### src/rtl/crc_stream_param.sv
// Parametrised streaming CRC engine: one DATA_W beat per cycle through a parallel
// XOR network, then either appends the final CRC words or checks the frame residue.
module crc_stream_param #(
  parameter int              CRC_W   = 32,
  parameter int              DATA_W  = 8,
  parameter logic [CRC_W-1:0] POLY    = 32'h04C11DB7,
  parameter logic [CRC_W-1:0] INIT    = 32'hFFFFFFFF,
  parameter logic [CRC_W-1:0] XOR_OUT = 32'hFFFFFFFF,
  parameter bit              REFIN   = 1'b1,
  parameter bit              REFOUT  = 1'b1,
  parameter logic [CRC_W-1:0] CHECK   = 32'h2144DF1C
) (
  input  logic              clk,
  input  logic              rst,
  input  logic              append_en,
  input  logic              s_valid,
  output logic              s_ready,
  input  logic [DATA_W-1:0] s_data,
  input  logic              s_last,
  output logic              m_valid,
  input  logic              m_ready,
  output logic [DATA_W-1:0] m_data,
  output logic              m_last,
  output logic [CRC_W-1:0]  crc_value,
  output logic              crc_done,
  output logic              crc_ok
);

  localparam int WORDS = CRC_W / DATA_W;
  localparam int CNT_W = (WORDS > 1) ? $clog2(WORDS) : 1;
  localparam logic [CNT_W-1:0] LAST_WORD = CNT_W'(WORDS - 1);

  generate
    if ((CRC_W % DATA_W) != 0) begin : g_bad_width
      $error("crc_stream_param: CRC_W must be a multiple of DATA_W");
    end
  endgenerate

  typedef enum logic [0:0] {ST_RUN = 1'b0, ST_APPEND = 1'b1} state_t;

  function automatic logic [CRC_W-1:0] bitrev(input logic [CRC_W-1:0] v);
    logic [CRC_W-1:0] r;
    for (int i = 0; i < CRC_W; i++) r[i] = v[CRC_W-1-i];
    return r;
  endfunction

  // Unrolled at elaboration into a flat XOR network; the register stays MSB-first
  // and reflected input is handled by feeding data bit 0 first.
  function automatic logic [CRC_W-1:0] crc_next(input logic [CRC_W-1:0] c,
                                                input logic [DATA_W-1:0] d);
    logic [CRC_W-1:0] r;
    logic             fb;
    r = c;
    for (int i = 0; i < DATA_W; i++) begin
      fb = r[CRC_W-1] ^ (REFIN ? d[i] : d[DATA_W-1-i]);
      r  = (r << 1) ^ (fb ? POLY : {CRC_W{1'b0}});
    end
    return r;
  endfunction

  state_t              state_q, state_d;
  logic [CRC_W-1:0]    crc_q, crc_d;
  logic [CRC_W-1:0]    crc_value_q, crc_value_d;
  logic [CNT_W-1:0]    cnt_q, cnt_d;
  logic                m_valid_q, m_valid_d;
  logic                m_last_q, m_last_d;
  logic [DATA_W-1:0]   m_data_q, m_data_d;
  logic                crc_done_q, crc_done_d;
  logic                crc_ok_q, crc_ok_d;
  logic                first_q, first_d;
  logic                append_q, append_d;

  logic                free_s, accept_s, mode_s;
  logic [CRC_W-1:0]    crc_nxt_s, crc_fin_s;
  logic [CNT_W-1:0]    widx_s;
  logic [DATA_W-1:0]   word_s;

  assign free_s    = ~m_valid_q | m_ready;
  assign s_ready   = (state_q == ST_RUN) & free_s;
  assign accept_s  = s_ready & s_valid;
  assign mode_s    = first_q ? append_en : append_q;
  assign crc_nxt_s = crc_next(crc_q, s_data);
  assign crc_fin_s = (REFOUT ? bitrev(crc_nxt_s) : crc_nxt_s) ^ XOR_OUT;
  // Reflected output goes out least-significant word first.
  assign widx_s    = REFOUT ? cnt_q : (LAST_WORD - cnt_q);
  assign word_s    = DATA_W'(crc_value_q >> (int'(widx_s) * DATA_W));

  // Next-state and output-register load logic for payload pass-through and CRC append.
  always_comb begin
    state_d     = state_q;
    crc_d       = crc_q;
    crc_value_d = crc_value_q;
    cnt_d       = cnt_q;
    m_valid_d   = free_s ? 1'b0 : m_valid_q;
    m_last_d    = m_last_q;
    m_data_d    = m_data_q;
    crc_done_d  = 1'b0;
    crc_ok_d    = crc_ok_q;
    first_d     = first_q;
    append_d    = append_q;
    case (state_q)
      ST_RUN: begin
        if (accept_s) begin
          m_valid_d = 1'b1;
          m_data_d  = s_data;
          crc_d     = crc_nxt_s;
          append_d  = mode_s;
          first_d   = s_last;
          if (s_last) begin
            crc_value_d = crc_fin_s;
            crc_done_d  = 1'b1;
            crc_ok_d    = (crc_fin_s == CHECK);
            crc_d       = INIT;
            if (mode_s) begin
              m_last_d = 1'b0;
              state_d  = ST_APPEND;
              cnt_d    = {CNT_W{1'b0}};
            end else begin
              m_last_d = 1'b1;
            end
          end else begin
            m_last_d = 1'b0;
          end
        end else begin
          state_d = ST_RUN;
        end
      end
      ST_APPEND: begin
        if (free_s) begin
          m_valid_d = 1'b1;
          m_data_d  = word_s;
          m_last_d  = (cnt_q == LAST_WORD);
          if (cnt_q == LAST_WORD) begin
            state_d = ST_RUN;
            cnt_d   = {CNT_W{1'b0}};
          end else begin
            cnt_d = cnt_q + CNT_W'(1'b1);
          end
        end else begin
          state_d = ST_APPEND;
        end
      end
      default: begin
        state_d = ST_RUN;
      end
    endcase
  end

  // State and output registers with asynchronous active-low reset.
  always_ff @(posedge clk or negedge rst) begin
    if (!rst) begin
      state_q     <= ST_RUN;
      crc_q       <= INIT;
      crc_value_q <= {CRC_W{1'b0}};
      cnt_q       <= {CNT_W{1'b0}};
      m_valid_q   <= 1'b0;
      m_last_q    <= 1'b0;
      m_data_q    <= {DATA_W{1'b0}};
      crc_done_q  <= 1'b0;
      crc_ok_q    <= 1'b0;
      first_q     <= 1'b1;
      append_q    <= 1'b0;
    end else begin
      state_q     <= state_d;
      crc_q       <= crc_d;
      crc_value_q <= crc_value_d;
      cnt_q       <= cnt_d;
      m_valid_q   <= m_valid_d;
      m_last_q    <= m_last_d;
      m_data_q    <= m_data_d;
      crc_done_q  <= crc_done_d;
      crc_ok_q    <= crc_ok_d;
      first_q     <= first_d;
      append_q    <= append_d;
    end
  end

  assign m_valid   = m_valid_q;
  assign m_last    = m_last_q;
  assign m_data    = m_data_q;
  assign crc_value = crc_value_q;
  assign crc_done  = crc_done_q;
  assign crc_ok    = crc_ok_q;

endmodule

### config.mk
export PLATFORM = sky130hd
export DESIGN_NAME = crc_stream_param
export DESIGN_NICKNAME = d
export VERILOG_FILES = /design/src/rtl/crc_stream_param.sv
export SDC_FILE = /design/constraint.sdc
export NUM_CORES = 1
export LEC_CHECK = 0
export BUFFER_PORTS_ARGS = -buffer_cell sky130_fd_sc_hd__buf_2
export CORE_ASPECT_RATIO = 1.4
export CORE_MARGIN = 1
export CORE_UTILIZATION = 49
export DETAILED_ROUTE_END_ITERATION = 16
export PLACE_DENSITY = 0.76
export SETUP_SLACK_MARGIN = 0.15
export SLEW_MARGIN = 10
export SYNTH_ARGS = -nofsm -noshare
export SYNTH_HDL_FRONTEND = slang
export SYNTH_SLANG_ARGS = --single-unit
### constraint.sdc
create_clock -name clk -period 3.95 [get_ports clk]
set_input_delay 0.79 -clock clk [delete_from_list [all_inputs] [get_ports clk]]
set_output_delay 0.79 -clock clk [all_outputs]
set_load 0.01 [all_outputs]
# After elaboration in Yosys (flattened, before gate mapping)
# Index checks and enable logic that the tools add are counted.
# Widths: inputs -> output; s select.
# word_totals
wordCells	82
out_inout_bits	45
register_bits	81
in_bits	14
# op_classes
bitwise_logic	22
add_sub_neg	1
mux	37
shift	1
n_reduce_logical	4
eq_ne	6
# op_table
operator	count
$xor 32x27->32	8
$mux 27	8
$eq 32x30->1 const B	1
$mux 32	1
$not 32->32	1
$shr 32x5->8	1
$mux 1	16
$mux 8	2
$pmux 8 s2	1
$mux 2	5
$xor 1x1->1	8
$ne 2x2->1 const B	3
$pmux 1 s2	3
$pmux 2 s2	1
$reduce_and 2->1	2
$reduce_and 4->1	1
$reduce_and 3->1	1
$add 2x1->2 const B	1
$and 1x1->1	2
$eq 2x2->1 const B	1
$ne 2x1->1 const B	1
$not 1->1	2
$or 1x1->1	1

# Depth between registers and ports, before layout
# Gate-level depths: netlist of the first run.
# logic_depth
word_depth	26
ltp_mapped	9
ltp_nobuf	9

# Worst setup path after synthesis of the first run
# No wires, ideal clock.
# synth_timing
kind	input-to-reg
from	input s_data[6]
to	register crc_ok_q, in the netlist crc_ok
cell_stages	7
required_ns	3.874
slack_ns	1.223
path_buffers	0
setup_time_ns	0.076
t_arrival_ns	2.651
path_cell_list	xnor2_2 -> xnor2_4 -> xnor2_2 -> xor3_1 -> nor4b_1 -> nand4_1 -> o21ai_1
# synth_via
elab_chain_cells	6
# synth_lines
item	line	text
start: declaration	18	input logic [DATA_W-1:0] s_data,
$xor 1x1->1	55	fb = r[CRC_W-1] ^ (REFIN ? d[i] : d[DATA_W-1-i]);
$mux 27	56	r = (r << 1) ^ (fb ? POLY : {CRC_W{1'b0}});
$xor 32x27->32 (2 in series)	56	
$not 32->32 (no source line)	-	
$eq 32x30->1	112	crc_ok_d = (crc_fin_s == CHECK);
end signal: assignment	172	crc_ok_q <= crc_ok_d;
end: declaration	69	logic crc_ok_q, crc_ok_d;
# No other way between the ends.
# A chain may end at the register's enable or synchronous reset.

# Final worst setup path of the first run
# Same ends and word-level chain as after synthesis.

==> flow_summary.yaml, run 1 <==
drt:
  drtIter0Drc: 164
  antenna_left: 0
  routedWlPerCell_um: 18.3
  dr.pass1.iters: 4
  num_vias: 3191
  finalWirelength_mm: 10.5
  viasPerCell: 5.56
  route.detailed.drc: 0
final_layout:
  drive_gt1_frac: 0.273
  fillers: 694
  area_growth_pct: 15.3
  diodes: 0
  final_util: 0.590
  layout.nets: 483
clocking:
  ctsResizeCount: 0
  cts_hold_buf: 0
  clock_path_buffers: 2
  cts.clk_slew.worst_paths_ns: 0.06
  cts_sinks: 81
  cts_made_buffers: 9
  htreeDepth: 3
  cts_setup_buffers: 0
  clockRootBuffer: "clkbuf_16"
  insertion_delay_ns: 0.34
  cts_tree: "yes"
placement:
  io_buffers: 58
  dp_hpwl_mm: 7.41
  gp_congestion: 0.915
critical_path:
  worstPathMaxFanout: 8
  crit_type: "in2reg"
  required_ns: 4.21
  rrSetupSlack_ns: 1.22
  end_kind: "flop"
  rr_worst_depth: 7
  r2r-end: "crc_ok"
  start_kind: "primary input"
  r2r-start: "crc_q[24]"
  cp.arrival_ns: 3.05
global_routing:
  grt_pass1_vias: 3260
  antenna_found_initial: 0
  grt_pass1_wl_mm: 16.7
  grt_start_max_net_pins: 82
  grt-ovfl-total: 0
  grt_util_all_layers: 0.250
logic_synthesis:
  postSynthNetCount: 426
  syn_area_um2: 4250
  syn_inst: 410
  synth-seq-area-share: 0.487
  yosysTopAreaCellShare: 0.283
  yosysWarnings: 0
  yosysTopAreaCell: "dfrtp_1"
  synth.distinct_cells: 39
  ys_seq_elements: 81
  synthTopCellsByArea: "dfrtp_1 (28%), dfstp_2 (20%), xnor2_1 (8.5%)"
  syn_avg_cell_area_um2: 10.4
die:
  start_util: 0.512
  coreArea_um2: 8300
  io_pins: 59
  die_h_um: 112
  dieArea_um2: 9050
  rows: 39
  die_x_um: 80.7
min_path:
  worst_hold_path.endpoint: "first_q"
  hold_path.class: "reg2reg"
  min_from: "first_q"
  hold_depth: 2
timing:
  max_freq_mhz: 359
  slew_violations: 0
  rsz0062_at_grt: "false"
  slew_headroom: 0.214
  setup_viol: 0
  worstMarginPinSlew_ns: 1.17
  setup_tns_ns: 0
  period_minus_slack_ns: 2.79
  finalCritPeriodShare: 0.706
  hold_violations: 0
  skew_ns: 0.00639
run_status:
  status: "finished clean"
flow_run:
  cap_viol_max_count: 0
[final cells by class]
cell class	count	area [um^2]	area share
Timing Repair Buffer	64	338	0.0690
Tap cell	102	128	0.0261
Clock inverter	1	5.00	0.00102
Multi-Input combinational cell	308	2100	0.429
Inverter	3	11.3	0.00230
Clock buffer	15	248	0.0506
Sequential cell	81	2070	0.422
[registers in the layout (all words and copies together) (netlist names)]
register	count
m_valid	1
first_q	1
crc_done	1
m_data	8
crc_value	32
append_q	1
cnt_q	2
m_last	1
crc_ok	1
state_q	1
crc_q	32
[per-layer routing]
layer,up-vias,global-route usage,part of all wire
li1,1488,-,-
met1,1566,0.302,0.40
met2,109,0.424,0.52
met3,28,0.0545,0.048
met4,0,0.105,0.032
met5,-,0,0
[cells in the final DEF, fill, tap and decap left out, types with 4 or more instances in the layout]
| cell | synthesis | routed |
|---|---|---|
| nand2_1 | 86 | 86 |
| buf_2 | 0 | 57 |
| dfrtp_1 | 48 | 48 |
| xnor2_1 | 41 | 41 |
| nor2_1 | 40 | 40 |
| dfstp_2 | 33 | 33 |
| a21oi_1 | 28 | 28 |
| xor2_1 | 19 | 19 |
| o21ai_0 | 15 | 15 |
| mux2i_1 | 13 | 13 |
| o22a_1 | 13 | 13 |
| xnor2_2 | 10 | 10 |
| clkbuf_16 | 0 | 9 |
| mux4_2 | 8 | 8 |
| buf_4 | 0 | 7 |
| clkbuf_1 | 16 | 6 |
| nand3_1 | 4 | 4 |
| and2_1 | 4 | 4 |
[worst max-delay path, stage by stage]
cell     delay [ns]
buf_2          0.12
xnor2_2        0.53
xnor2_4        0.20
xnor2_2        0.39
xor3_1         0.43
nor4b_1        0.31
nand4_1        0.13
o21ai_1        0.14
[Yosys cell counts]
master	instances
nor3b_1	1
xnor2_2	10
a31oi_1	2
xnor2_4	1
o22ai_1	1
o21ai_1	1
nand3_1	4
nor4b_1	1
dfrtp_1	48
o22a_1	13
buf_1	2
nand2b_1	2
and2_1	4
a22oi_1	1
clkbuf_1	16
a22o_1	2
inv_1	2
xnor2_1	41
nor2b_1	2
nand4_1	1
a2111oi_0	1
xor3_1	1
or3_1	1
nor4_1	1
ha_1	2
nor2_1	40
o21ai_0	15
xor2_1	19
mux4_2	8
o2111a_1	1
o211ai_1	1
nor3_1	1
inv_2	1
or2_2	2
nand2_1	86
dfstp_2	33
xnor3_1	1
mux2i_1	13
a21oi_1	28
[how the worst max path moves through the flow]
stage / from / end / slack [ns] / cells after the start
2_1_floorplan: s_data[6] / crc_ok / 1.22 / 7
3_3_place_gp: s_data[6] / crc_ok / 0.91 / 8
3_5_place_dp: s_data[6] / crc_ok / 0.85 / 8
4_1_cts: s_data[6] / crc_ok / 1.17 / 8
5_1_grt: s_data[6] / crc_ok / 1.01 / 8
6_report: s_data[6] / crc_ok / 1.16 / 8
[stage by stage]
| stage | hold WS (ns) | setup slack [ns] | instances | instance area [um^2] |
|---|---|---|---|---|
| floorplan | 0.447 | 1.22 | 410 | 4250 |
| global placement | 0.453 | 0.910 | 558 | 4640 |
| detailed placement | 0.473 | 0.848 | 558 | 4640 |
| CTS | 0.481 | 1.17 | 574 | 4900 |
| global route | 0.499 | 1.01 | 574 | 4900 |
| finish | 0.479 | 1.16 | 574 | 4900 |
[kinds of logic after synthesis]
logic type,synth area share
xor+xnor,0.179
fa+ha+maj,0.00589
mux,0.0731
flops,0.487
compound gates,0.0955
simple gates,0.140
buf+inv,0.0186
Power of run 1 is not shown: default switching activity piles up to over one toggle a cycle in this logic, so the estimate is an artifact.
==> run 2, diff against run 1 <==
--- a/config.mk
+++ b/config.mk
@@ -10,7 +10,7 @@
 export CORE_MARGIN = 1
 export CORE_UTILIZATION = 49
 export DETAILED_ROUTE_END_ITERATION = 16
-export PLACE_DENSITY = 0.76
+export PLACE_DENSITY = 0.78
 export SETUP_SLACK_MARGIN = 0.15
 export SLEW_MARGIN = 10
 export SYNTH_ARGS = -nofsm -noshare
==> constraint.sdc (replaced) <==
create_clock -name clk -period 2.4 [get_ports clk]
set_input_delay 0.48 -clock clk [delete_from_list [all_inputs] [get_ports clk]]
set_output_delay 0.48 -clock clk [all_outputs]
set_load 0.01 [all_outputs]
==> run 2 against run 1 <==
  * Clock skew decreased by 0.0014 ns
  * Flip-flop and latch count is the same
  * Die area unchanged
  * Sequential share of layout area fell by 3.5 points
  * Setup slack got worse by 0.95 ns
  * Critical path type is now reg2reg
  * Critical endpoint unchanged
==> flow_summary.yaml, run 2 (synthesis results as in run 1) <==
timing:
  setup_tns_ns: 0
  skew_ns: 0.00494
  max_freq_mhz: 457
  period_minus_slack_ns: 2.19
  rsz0062_at_grt: "false"
  worstMarginPinSlew_ns: 1.14
  setup_viol: 0
  hold_violations: 0
  slew_headroom: 0.238
  finalCritPeriodShare: 0.912
  slew_violations: 0
final_layout:
  diodes: 0
  area_growth_pct: 25.8
  final_area_um2: 5340
  layout_commonest_cell: "nand2_1"
  final_cell_mix: "nand2_1 (86), buf_2 (57), dfrtp_1 (48)"
  stdcell_count: 601
  drive_gt1_frac: 0.341
  layout.nets: 510
  fillers: 653
die:
  start_util: 0.512
  io_pins: 59
  rows: 39
  coreArea_um2: 8300
  dieArea_um2: 9050
  die_x_um: 80.7
  die_h_um: 112
clocking:
  htreeDepth: 3
  clock_path_buffers: 2
  clockRootBuffer: "clkbuf_16"
  cts_made_buffers: 9
  cts_sinks: 81
  cts.clk_slew.worst_paths_ns: 0.06
  insertion_delay_ns: 0.34
  cts_tree: "yes"
global_routing:
  grt_util_all_layers: 0.258
  grt_start_max_net_pins: 50
  grt-ovfl-total: 0
  grt_pass1_wl_mm: 17.3
  grt_pass1_vias: 3380
  antenna_found_initial: 0
drt:
  antenna_left: 0
  route.detailed.drc: 0
  drtIter0Drc: 221
  dr.pass1.iters: 5
  finalWirelength_mm: 11.0
  routedWlPerCell_um: 18.2
  viasPerCell: 5.55
  num_vias: 3334
critical_path:
  crit_type: "reg2reg"
  start_kind: "flop"
  worstPathMaxFanout: 4
  cp.arrival_ns: 2.45
  rr_worst_depth: 9
  required_ns: 2.66
  end_kind: "flop"
placement:
  placedCellCount: 584
  io_buffers: 58
  postPlaceCellArea_um2: 4910
  gp_congestion: 0.900
  dp_hpwl_mm: 7.92
min_path:
  hold_path.class: "in2async"
flow_run:
  cap_viol_max_count: 0
run_status:
  status: "finished clean"
## run 2: cell types whose count changed in the layout (fill, tap and decap cells not counted), sizes merged
cell      delta
clkbuf       -1
buf         +27
clkinvlp     +1
## run 2: layer usage
metal  global-route usage  routed length (um)  vias up  part of all wire
li1                     -                   -     1549                 -
met1                0.314                4450     1676              0.41
met3               0.0358                 388       19             0.035
met5                    0                   0        -                 0
met4                0.107                 223        0             0.020
met2                0.450                5890       90              0.54
## run 2: final cells by class
type	count	area, um^2	area share
Sequential cell	81	2070	0.387
Multi-Input combinational cell	308	2300	0.431
Inverter	3	13.8	0.00258
Clock buffer	14	264	0.0494
Clock inverter	2	12.5	0.00234
Timing Repair Buffer	91	553	0.104
Tap cell	102	128	0.0239
## run 2: repair_timing
action                                  in CTS  in global routing
setup buffers                                1                  0
endpoints found under the hold margin        0                  0
endpoints found under the setup margin       1                  1
pin swaps                                    1                  1
resized for setup                            0                 17
hold buffers                                 0                  0
## run 2: through the flow
step	utilization	setup slack, ns	hold slack [ns]
final	0.644	0.210	0.0859
after global routing	0.644	0.156	0.122
after CTS	0.626	0.174	0.105
after detailed placement	0.592	0.0160	0.463
after global placement	0.592	0.0655	0.454
after floorplan	-	0.208	0.184
## run 2: path summary, 6_finish.rpt
| path | from | endpoint | slack [ns] |
|---|---|---|---|
| max in group asynchronous | rst | crc_q[19] | 1.65 |
| min in group clk | s_valid | m_valid | 0.40 |
| worst min-delay path | rst | crc_value[24] | 0.09 |
| worst min register to register | first_q | first_q | 0.48 |
| worst max register to register | crc_q[30] | crc_ok | 0.21 |
| worst max-delay path | crc_q[30] | crc_ok | 0.21 |
## run 2: critical path, cell delays in order, from the launching register on
cell	delay (ns)
dfstp_2	0.56
xnor2_2	0.11
buf_4	0.21
xnor2_4	0.16
xnor2_2	0.15
buf_4	0.15
xnor3_1	0.35
nor2_1	0.17
nand4_1	0.11
o21ai_1	0.15
Power of run 2 is left out for the same reason.
